$ cat src/rtl/rv_isa_pkg.sv
// rtl/rv_isa_pkg.sv - RV32I opcodes, instruction classes and immediate formats
package rv_isa_pkg;

  localparam logic [6:0] OPC_LOAD   = 7'b0000011;
  localparam logic [6:0] OPC_STORE  = 7'b0100011;
  localparam logic [6:0] OPC_OP     = 7'b0110011;
  localparam logic [6:0] OPC_BRANCH = 7'b1100011;
  localparam logic [6:0] OPC_OPIMM  = 7'b0010011;
  localparam logic [6:0] OPC_JAL    = 7'b1101111;

  // Same encoding the main decoder drives on ImmSrc
  localparam logic [1:0] IMM_I = 2'b00;
  localparam logic [1:0] IMM_S = 2'b01;
  localparam logic [1:0] IMM_B = 2'b10;
  localparam logic [1:0] IMM_J = 2'b11;

  typedef enum logic [2:0] {
    CLS_LOAD   = 3'd0,
    CLS_STORE  = 3'd1,
    CLS_OP     = 3'd2,
    CLS_BRANCH = 3'd3,
    CLS_OPIMM  = 3'd4,
    CLS_JAL    = 3'd5
  } instr_class_e;

  typedef enum logic [1:0] {
    ST_IDLE = 2'd0,
    ST_LOAD = 2'd1,
    ST_DONE = 2'd2
  } load_state_e;

  function automatic logic [31:0] place_imm(input logic [1:0] fmt, input logic [20:0] imm);
    logic [31:0] w;
    w = '0;
    case (fmt)
      IMM_I: w[31:20] = imm[11:0];
      IMM_S: begin
        w[31:25] = imm[11:5];
        w[11:7]  = imm[4:0];
      end
      IMM_B: begin
        w[31]    = imm[12];
        w[30:25] = imm[10:5];
        w[11:8]  = imm[4:1];
        w[7]     = imm[11];
      end
      default: begin
        w[31]    = imm[20];
        w[30:21] = imm[10:1];
        w[20]    = imm[11];
        w[19:12] = imm[19:12];
      end
    endcase
    return w;
  endfunction

endpackage

$ cat src/rtl/rv_instr_encoder.sv
// rtl/rv_instr_encoder.sv - combinational RV32I encoder for one instruction description
import rv_isa_pkg::*;

module rv_instr_encoder (
  input  logic [2:0]  cls,
  input  logic [4:0]  rd,
  input  logic [4:0]  rs1,
  input  logic [4:0]  rs2,
  input  logic [2:0]  funct3,
  input  logic [6:0]  funct7,
  input  logic [20:0] imm,
  output logic [31:0] word,
  output logic        illegal
);

  always_comb begin
    word    = '0;
    illegal = 1'b0;
    case (cls)
      CLS_LOAD:  word = place_imm(IMM_I, imm) | {12'b0, rs1, funct3, rd, OPC_LOAD};
      CLS_OPIMM: word = place_imm(IMM_I, imm) | {12'b0, rs1, funct3, rd, OPC_OPIMM};
      CLS_STORE: word = place_imm(IMM_S, imm) | {7'b0, rs2, rs1, funct3, 5'b0, OPC_STORE};
      CLS_OP:    word = {funct7, rs2, rs1, funct3, rd, OPC_OP};
      CLS_BRANCH: begin
        // Branch and jump targets are halfword aligned; bit 0 cannot be encoded
        illegal = imm[0];
        word    = place_imm(IMM_B, imm) | {7'b0, rs2, rs1, funct3, 5'b0, OPC_BRANCH};
      end
      CLS_JAL: begin
        illegal = imm[0];
        word    = place_imm(IMM_J, imm) | {20'b0, rd, OPC_JAL};
      end
      default: illegal = 1'b1;
    endcase
  end

endmodule

$ cat src/rtl/instr_encoder_loader.sv
// rtl/instr_encoder_loader.sv - encodes instruction requests and loads them into instruction memory
import rv_isa_pkg::*;

module instr_encoder_loader #(
  parameter int ADDR_W    = 6,
  parameter int BASE_ADDR = 0
) (
  input  logic              clk,
  input  logic              reset,
  input  logic              start,
  input  logic              finish,
  input  logic              in_valid,
  output logic              in_ready,
  input  logic [2:0]        in_class,
  input  logic [4:0]        in_rd,
  input  logic [4:0]        in_rs1,
  input  logic [4:0]        in_rs2,
  input  logic [2:0]        in_funct3,
  input  logic [6:0]        in_funct7,
  input  logic [20:0]       in_imm,
  output logic              mem_we,
  output logic [ADDR_W-1:0] mem_addr,
  output logic [31:0]       mem_wdata,
  output logic              cpu_hold,
  output logic [ADDR_W:0]   count,
  output logic              err
);

  localparam int DEPTH = 1 << ADDR_W;
  localparam logic [ADDR_W:0] DEPTH_C = (ADDR_W+1)'(DEPTH);

  load_state_e state, state_nxt;
  logic [31:0] enc_word;
  logic        enc_illegal;
  logic        accept, write, restart;
  logic [ADDR_W:0] count_inc;

  rv_instr_encoder u_enc (
    .cls    (in_class),
    .rd     (in_rd),
    .rs1    (in_rs1),
    .rs2    (in_rs2),
    .funct3 (in_funct3),
    .funct7 (in_funct7),
    .imm    (in_imm),
    .word   (enc_word),
    .illegal(enc_illegal)
  );

  assign in_ready  = (state == ST_LOAD) && (count < DEPTH_C);
  assign accept    = in_valid && in_ready;
  assign write     = accept && !enc_illegal;
  assign restart   = start && (state != ST_LOAD);
  assign count_inc = count + 1'b1;

  always_ff @(posedge clk) begin
    if (reset) state <= ST_IDLE;
    else       state <= state_nxt;
  end

  always_comb begin
    state_nxt = state;
    case (state)
      ST_IDLE: if (start) state_nxt = ST_LOAD;
      ST_LOAD: if (finish || (write && count_inc == DEPTH_C)) state_nxt = ST_DONE;
      ST_DONE: if (start) state_nxt = ST_LOAD;
      default: state_nxt = ST_IDLE;
    endcase
  end

  // cpu_hold lags the state by one cycle so the final write lands before the core runs
  always_ff @(posedge clk) begin
    if (reset) begin
      mem_we    <= 1'b0;
      mem_addr  <= '0;
      mem_wdata <= '0;
      count     <= '0;
      err       <= 1'b0;
      cpu_hold  <= 1'b1;
    end else begin
      mem_we   <= write;
      cpu_hold <= (state != ST_DONE);
      if (restart) begin
        count <= '0;
        err   <= 1'b0;
      end else begin
        if (write) count <= count_inc;
        if (accept && enc_illegal) err <= 1'b1;
      end
      if (write) begin
        mem_addr  <= ADDR_W'(BASE_ADDR) + count[ADDR_W-1:0];
        mem_wdata <= enc_word;
      end
    end
  end

endmodule

$ cat config.mk
export PLATFORM = sky130hd
export DESIGN_NAME = instr_encoder_loader
export DESIGN_NICKNAME = d
export VERILOG_FILES = /design/src/rtl/rv_isa_pkg.sv /design/src/rtl/rv_instr_encoder.sv /design/src/rtl/instr_encoder_loader.sv
export SDC_FILE = /design/constraint.sdc
export NUM_CORES = 1
export LEC_CHECK = 0
export ABC_AREA = 1
export BUFFER_PORTS_ARGS = -buffer_cell sky130_fd_sc_hd__buf_4
export CAP_MARGIN = 0
export CORE_ASPECT_RATIO = 0.8
export CORE_MARGIN = 3
export CORE_UTILIZATION = 45
export CTS_BUF_LIST = sky130_fd_sc_hd__clkbuf_2
export CTS_CLUSTER_DIAMETER = 100
export DETAILED_ROUTE_END_ITERATION = 12
export PLACE_DENSITY = 0.83
export SLEW_MARGIN = 20
export SYNTH_ARGS = -nofsm -noshare
export SYNTH_HDL_FRONTEND = slang
export SYNTH_SLANG_ARGS = --single-unit
$ cat constraint.sdc
create_clock -name clk -period 3.63 [get_ports clk]
set_clock_uncertainty 0.1 [all_clocks]
set_input_delay 0.726 -clock clk [delete_from_list [all_inputs] [get_ports clk]]
set_output_delay 0.726 -clock clk [all_outputs]
set_load 0.01 [all_outputs]
* After elaboration in Yosys (flattened, before gate mapping) *
Cells that the tools add are included.

word-level totals
  logic and storage cells = 57
  bits in latches = 0
  flip-flop bits (word level) = 50
  memories = 0
  bits of input ports = 54
  memory bits (read-only) = 0
  output and inout bits = 49
  RAM bits = 0

cells by class
  divide/modulo/power cells = 0
  bitwise operators = 5
  order comparisons = 1
  shift operators = 0
  muxes and demuxes = 16
  equal/unequal tests = 12
  multiply operators = 0
  $add $sub $neg = 1
  reduce and logical (&&, ||, !) cells = 15

operators by type and width
  operator             count
  $pmux 32 s6          1
  $or 32x20->32        2
  $or 32x25->32        2
  $or 32x12->32        1
  $mux 13              2
  $mux 12              2
  $mux 20              1
  $mux 8               2
  $mux 7               2
  $mux 5               2
  $add 7x1->7 const B  1
  $eq 7x7->1 const B   1
  $lt 7x7->1 const B   1
  $eq 3x2->1 const B   2
  $eq 3x3->1 const B   2
  $logic_and 1x1->1    6
  $ne 2x1->1 const B   3
  $reduce_or 2->1      3
  $mux 2               2
  $pmux 2 s2           1
  $reduce_or 4->1      1
  $eq 3x1->1 const B   1
  $logic_not 3->1      1
  $eq 2x1->1 const B   1
  7 further kinds      7

* Depth between registers and ports, before layout *
Gate-level depths: netlist of run 1.

  word-level depth = 9
  mapped depth = 11

* By module *
A second synthesis of run 1 with hierarchy kept.

unflattened totals
  cells, all modules = 353
  area, all modules = 2,371.0 µm²

by module, submodules not included
  module                instances  area an instance (µm²)  cells each  sequential area each (µm²)
  instr_encoder_loader  1          1,896.8                 245         1,001.0
  rv_instr_encoder      1          474.2                   108         0.0

* Least setup slack after synthesis of run 1 *
OpenSTA, ideal clock, no wires.

  kind = input to register
  from = in in_class[2]
  to = reg mem_wdata[20]
  arrival = 1.592 ns
  buffers on the path = 1
  cell stages on the path = 9
  setup slack = 1.816 ns
  setup time = 0.121 ns
  cell sequence = inv_2 nand3_1 nand2_1 nand2_2 nand3_4 inv_2 buf_4 o21ai_0 a21oi_1

on the way
  word-level cells in the longest chain between the ends = 5
  elaborated cells on any way between the ends = 12
  those cells by class = 5 x eq/ne; 2 x mux; 5 x reduce/logical

RTL lines
  what                                                                 RTL line                    text
  start, declared                                                      instr_encoder_loader.sv:14  input logic [2:0] in_class,
  $eq 3x2->1 (tied with other cells)                                   rv_instr_encoder.sv:19      case (cls)
  $reduce_or 4->1 (no line) / $reduce_or 2->1 (equally long branches)  --
  $pmux 1 s2                                                           rv_instr_encoder.sv:19
  $logic_not 1->1                                                      instr_encoder_loader.sv:52  assign write = accept && !enc_illegal;
  $logic_and 1x1->1                                                    instr_encoder_loader.sv:52
  end signal, assigned                                                 instr_encoder_loader.sv:92  mem_wdata <= enc_word;
  end, declared                                                        instr_encoder_loader.sv:23  output logic [31:0] mem_wdata,

Several ways; a longest one is shown, not always the timed one.
A chain may end at the register's enable or synchronous reset.

* Worst setup path after layout of run 1 *
  from = reg state[1]
  to = reg mem_addr[3]

on the way
  word-level cells in the longest chain between the ends = 4

RTL lines
  what                    RTL line                    text
  start, declared         instr_encoder_loader.sv:32  load_state_e state, state_nxt;
  start signal, assigned  instr_encoder_loader.sv:58  else state <= state_nxt;
  $eq 2x1->1              instr_encoder_loader.sv:50  assign in_ready = (state == ST_LOAD) && (count < DEPTH_C);
  $logic_and 1x1->1       instr_encoder_loader.sv:50
  $logic_and 1x1->1       instr_encoder_loader.sv:51  assign accept = in_valid && in_ready;
  $logic_and 1x1->1       instr_encoder_loader.sv:52
  end signal, assigned    instr_encoder_loader.sv:91  mem_addr <= ADDR_W'(BASE_ADDR) + count[ADDR_W-1:0];
  end, declared           instr_encoder_loader.sv:22  output logic [ADDR_W-1:0] mem_addr,

Every way passes these cells.

==> results_dict.tcl, run 1 <==
set metrics [dict create \
    end_kind "flip-flop" \
    syn_to_final_growth_pct 40.1 \
    dp_slack_ns 0.971 \
    clock_latency_ns 0.41 \
    fin_nets 440 \
    cp_top_family "buffers and inverters" \
    drt_first_pass_iters 4 \
    min_to "cpu_hold" \
    crit_arrival_ns 2.54 \
    synth_edf_count 0 \
    slew_viol_final 0 \
    syn-instance-count 289 \
    rrSetupSlack_ns 1.34 \
    grt_pass1_wl_microns 9680 \
    outcome "complete, no violations" \
    vias 2301 \
    hp-class "reg -> reg" \
    fin_setup_tns_ns 0 \
    ctsRootBufferMaster "clkbuf_2" \
    async_flop_share 0 \
    grt.overflow.total 0 \
    grt_max_degree 51 \
    cts.sink_count 48 \
    critPathLaunchType "flip-flop" \
    final_util 0.681 \
    setup_viol 0 \
    hold_buffers 0 \
    ys_warn_count 0 \
    fp.dieW_microns 82.8 \
    synth_seq_cells 48 \
    routed_wl_microns 5900 \
    slew_headroom 0.427 \
    regToRegStartpoint "state[1]" \
    start_util 0.486 \
    powerDensity_nw_per_um2 363 \
    crit_path_cell_trace "inv_1 > nand2_1 > nor3_2 > nand3_4 > inv_2 > o21ai_0 > a21oi_1" \
    synthFlopType "dfxtp_1" \
    worst-path-buf-inv 2 \
    fmaxAchievable_ghz 0.437 \
    p_leak_nw 1.36 \
    yosysUniqueCellTypes 27 \
    die_area_sq_um 5580 \
    drt-initial-drc-count 167 \
    route.detailed.drc 0 \
    core_area_sq_um 4360 \
    syn_nets 344 \
    mostFrequentLayoutCell "buf_4" \
    ff2ff_path_depth 7 \
    dp.cells 435 \
    min_from "state[1]" \
    layout.cells.non_filler 442 \
    detail-route-antenna-nets 0 \
    via_per_inst 5.21 \
    min_period_ns 2.29 \
    tritoncts "built" \
    row_count 21 \
    vdd_drop_max_mv 0.219 \
    hold_viol_final 0 \
    clockBufferDepth 2 \
    die_h_microns 67.4 \
    crit_path_top_delay_cell "inv_2" \
    worst_slack_ns 1.34 \
    cpPeakStageDelay_ns 0.67 \
    yosysSeqAreaShare 0.453 \
    crit_type "reg -> reg" \
    worstReg2RegEnd "mem_addr[3]" \
    antenna_found_initial 0 \
    clkTransAtPathRegs_ns 0.22 \
    maxCapViolations 0 \
    path_max_fanout 50 \
    antenna_cells 0 \
    wl_per_cell_microns 13.3 \
    tightest_slew_ns 0.856 \
    drive_gt1_frac 0.309 \
    crit_required_ns 3.88 \
    critPathLaunch "state[1]" \
    cts_made_buffers 5 \
    fin_crit_sh 0.630 \
    grt.total_usage 0.224 \
    grt_pass1_vias 2240 \
    cts-htree-levels 2 \
    whs_path_depth 1 \
    syn_area_sq_um 2120 \
    place_hpwl_microns 4440 \
    portBuffers 102 \
    io-pin-count 103 \
    final_cell_mix "buf_4 (103), nand2_1 (77), dfxtp_1 (48), a31oi_1 (24), o21ai_0 (22)" \
    place.gp.congestion 0.917 \
    synth_area_per_cell_sq_um 7.34 \
    cts.repair.resized 0 \
    rsz0062_at_grt "no" \
    post_cts_buffers 0 \
]
==> cells in the mapped netlist, types with 2 or more instances <==
cell      count  share of area
a211oi_1      3          0.011
a21oi_1      18          0.042
a31oi_1      24          0.071
buf_2         4         0.0094
buf_4         4          0.014
clkbuf_1      5         0.0089
dfxtp_1      48           0.45
inv_1        20          0.035
inv_2         3         0.0053
nand2_1      77           0.14
nand3_1       8          0.019
nand4_1       2         0.0059
nor2_1       20          0.035
nor2_4        2          0.011
nor3_1        2         0.0047
o21ai_0      22          0.052
o21ai_1      17          0.040
==> state kept, by name, indices dropped and copies added, names as in the netlist <==
name and count:
count 7, mem_wdata 30, mem_addr 6, cpu_hold 1
mem_we 1, state 2, err 1
==> kinds of logic after synthesis <==
group,Yosys count,synth area share
adder cells (fa/ha/maj),1,0.00590
buffers and inverters,37,0.0785
AND/OR/NAND/NOR,116,0.236
AO/OA/AOI/OAI,87,0.227
flip-flops,48,0.453
==> metrics by stage <==
stage	area [sq um]	hold WS (ns)	total power, mW
CTS	2970	0.360	1.08
floorplan	2120	0.294	0.647
global route	2970	0.399	1.13
detailed placement	2890	0.313	0.738
finish	2970	0.357	1.08
global placement	2890	0.317	0.734
==> report_power, final <==
part	total (mW)	internal, mW	switching, mW
Clock	0.350	0.182	0.169
Combinational	0.169	0.0828	0.0860
Sequential	0.560	0.548	0.0114
Total	1.08	0.813	0.266
==> worst reg2reg max path, stage by stage, from the launching register on <==
cell	delay, ns
dfxtp_1	0.37
inv_1	0.05
nand2_1	0.09
nor3_2	0.27
nand3_4	0.35
inv_2	0.68
o21ai_0	0.17
a21oi_1	0.15
==> routing by layer <==
metal,part of all wire,global-route usage
met5,0,0
met4,0.019,0.0878
met3,0.071,0.0587
met2,0.48,0.374
met1,0.43,0.277
==> cell type report <==
type,instances,area [sq um]
repair buffers,103,773
clock inverters,2,60.1
flip-flops and latches,48,961
clock buffers,5,25.0
well taps,57,71.3
inverters,23,86.3
multi-input cells,204,993
fillers,385,1390
==> worst max path at each step <==
stage,slack (ns),to,cells after the start
3_5_place_dp,0.97,mem_addr[3],7
2_1_floorplan,1.82,mem_wdata[20],9
4_1_cts,1.35,mem_addr[3],7
6_report,1.34,mem_addr[3],7
5_1_grt,1.05,mem_addr[4],7
3_3_place_gp,1.02,mem_wdata[6],7
No activity file was read; power rests on OpenSTA's default activity.
==> run 2: changes to the inputs <==
--- a/config.mk
+++ b/config.mk
@@ -5,7 +5,7 @@
 export SDC_FILE = /design/constraint.sdc
 export NUM_CORES = 1
 export LEC_CHECK = 0
-export ABC_AREA = 1
+export ABC_AREA = 0
 export BUFFER_PORTS_ARGS = -buffer_cell sky130_fd_sc_hd__buf_4
 export CAP_MARGIN = 0
 export CORE_ASPECT_RATIO = 0.8
@@ -14,7 +14,7 @@
 export CTS_BUF_LIST = sky130_fd_sc_hd__clkbuf_2
 export CTS_CLUSTER_DIAMETER = 100
 export DETAILED_ROUTE_END_ITERATION = 12
-export PLACE_DENSITY = 0.83
+export PLACE_DENSITY = 0.82
 export SLEW_MARGIN = 20
 export SYNTH_ARGS = -nofsm -noshare
 export SYNTH_HDL_FRONTEND = slang
==> constraint.sdc (replaced) <==
create_clock -name clk -period 2.37 [get_ports clk]
set_clock_uncertainty 0.1 [all_clocks]
set_input_delay 0.474 -clock clk [delete_from_list [all_inputs] [get_ports clk]]
set_output_delay 0.474 -clock clk [all_outputs]
set_load 0.01 [all_outputs]
==> run 2 against run 1 <==
  * Count of clock-buffer cells in the layout increased by 1
  * Final cell count decreased by 6.1%
  * Flip-flop and latch count unchanged
  * Largest cell class unchanged
  * Largest power group unchanged
==> results_dict.tcl, run 2 <==
set metrics [dict create \
    outcome "complete, no violations" \
    synth_seq_cells 48 \
    mostFrequentLayoutCell "buf_4" \
    crit_path_cell_trace "and4bb_2 > o21ai_2 > buf_4 > nor3_4 > o2bb2ai_1" \
    core_area_sq_um 4730 \
    clkPwrFrac 0.220 \
    internal_power_mw 1.05 \
    crit_arrival_ns 2.17 \
    grt_max_degree 44 \
    io-pin-count 103 \
    largestRegisters "mem_wdata: 30 flops, count: 7 flops, mem_addr: 6 flops" \
    place.gp.congestion 0.843 \
    clkTransAtPathRegs_ns 0.24 \
    crit_path_top_delay_cell "and4bb_2" \
    p_leak_nw 1.32 \
    yosysMostFrequentCell "dfxtp_1" \
    largest_reg_flops 30 \
    p_sw_frac 0.281 \
    yosysUniqueCellTypes 46 \
    top_register "mem_wdata" \
    synth.largest_area_cell "dfxtp_1" \
    end_kind "flip-flop" \
    antenna_found_initial 0 \
    p_sw_mw 0.410 \
    detail-route-antenna-nets 0 \
    hold_buffers 0 \
    regToRegStartpoint "count[6]" \
    syn-instance-count 263 \
    syn_to_final_growth_pct 35.9 \
    slew_headroom 0.693 \
    critPathLaunch "count[6]" \
    drt-initial-drc-count 173 \
    start_util 0.483 \
    vdd_drop_max_mv 0.284 \
    ctsRootBufferMaster "clkbuf_2" \
    combPwrFrac 0.196 \
    hold_viol_final 0 \
    grt.total_usage 0.220 \
    rsz0062_at_grt "no" \
    synth_edf_count 0 \
    route.detailed.drc 0 \
    syn_area_sq_um 2290 \
    cts-htree-levels 2 \
    clockBufferDepth 2 \
    yosysSeqAreaShare 0.420 \
    powerDensity_nw_per_um2 468 \
    synthTopCellsByCount "dfxtp_1 (48), nor2_1 (34), a21oi_1 (25)" \
    setup_viol 0 \
    path_max_fanout 15 \
    ff2ff_path_depth 5 \
    final_cell_mix "buf_4 (110), dfxtp_1 (48), nor2_1 (34), a21oi_1 (25), nand2_1 (23)" \
    wl_per_cell_microns 15.8 \
    via_per_inst 5.60 \
    hp-class "in -> reg" \
    drive_gt1_frac 0.361 \
    fmaxAchievable_ghz 0.523 \
    portBuffers 102 \
    async_flop_share 0 \
    fin_crit_sh 0.807 \
    vias 2324 \
    ys_warn_count 0 \
    slew_viol_final 0 \
    whs_path_depth 2 \
    post_cts_buffers 0 \
    grt.overflow.total 0 \
    tightest_slew_ns 0.448 \
    synthTopCellsByArea "dfxtp_1 (42%), a221oi_1 (5.7%), nor2_1 (5.6%)" \
    synth_area_per_cell_sq_um 8.70 \
    antenna_cells 0 \
    place_hpwl_microns 4890 \
    critPathLaunchType "flip-flop" \
    routed_wl_microns 6570 \
    cts_made_buffers 5 \
    min_from "finish" \
    fin_nets 410 \
    grt_pass1_vias 2176 \
    crit_required_ns 2.63 \
    drt_first_pass_iters 4 \
    tritoncts "built" \
    hold_ws_ns 0.141 \
    clock_latency_ns 0.39 \
    cts.sink_count 48 \
    maxCapViolations 0 \
    die_h_microns 69.8 \
    grt_pass1_wl_microns 10700 \
    row_count 22 \
    final_util 0.657 \
    min_period_ns 1.91 \
    syn_nets 318 \
    synthFlopType "dfxtp_1" \
    fin_setup_tns_ns 0 \
    netlist.area_leader.share 0.420 \
    fp.dieW_microns 85.7 \
    seqPwrFrac 0.584 \
    cts.repair.resized 0 \
    die_area_sq_um 5980 \
    cpPeakStageDelay_ns 0.53 \
    crit_type "reg -> reg" \
]
[run 2: logic make-up after synthesis]
family | after synthesis | synth area share
compound gates | 77 | 0.260
xor+xnor | 7 | 0.0268
fa+ha+maj | 1 | 0.00547
buf+inv | 28 | 0.0563
flops | 48 | 0.420
mux | 6 | 0.0284
simple gates | 96 | 0.203
[run 2: area by class of cell]
type                            count  area (sq um)
Tap cell                           60          75.1
Inverter                            3          11.3
Clock buffer                        6          30.0
Timing Repair Buffer              110           826
Fill cell                         423          1620
Clock inverter                      1          5.00
Sequential cell                    48           961
Multi-Input combinational cell    187          1200
[run 2: worst max-delay path: cells and delay by family, from the launching register on]
family / cells / cell delay (ns)
DFF: 1 / 0.41
buffers and inverters: 1 / 0.20
AOI/OAI and AO/OA: 2 / 0.29
and+or+nand+nor: 2 / 0.87
[run 2: through the flow]
stage	instance area, sq um	setup slack (ns)	std cells	total power, mW
floorplan	2290	0.626	263	1.01
global placement	3080	0.433	408	1.15
detailed placement	3080	0.381	408	1.15
CTS	3110	0.472	415	1.46
global route	3110	0.336	415	1.53
finish	3110	0.457	415	1.46
[run 2: power by group through the flow]
stage                     Sequential (mW)  Clock, mW  Combinational (mW)
after global placement              0.865          0               0.281
after detailed placement            0.865          0               0.285
final                               0.850      0.321               0.286
after floorplan                     0.874          0               0.134
after global routing                0.854      0.365               0.314
after CTS                           0.850      0.328               0.286
[run 2: path summary, 6_finish.rpt]
kind / end / slack [ns]
max: mem_wdata[15] / 0.46
min: state[0] / 0.14
max reg2reg: mem_wdata[15] / 0.46
min reg2reg: mem_addr[0] / 0.38
[run 2: metal layers]
| metal | up-vias | GRT usage | routed length [microns] |
|---|---|---|---|
| met3 | 5 | 0.0606 | 532 |
| li1 | 1152 | - | - |
| met1 | 1088 | 0.305 | 2950 |
| met4 | 0 | 0.0369 | 25 |
| met2 | 79 | 0.345 | 3060 |
| met5 | - | 0 | 0 |
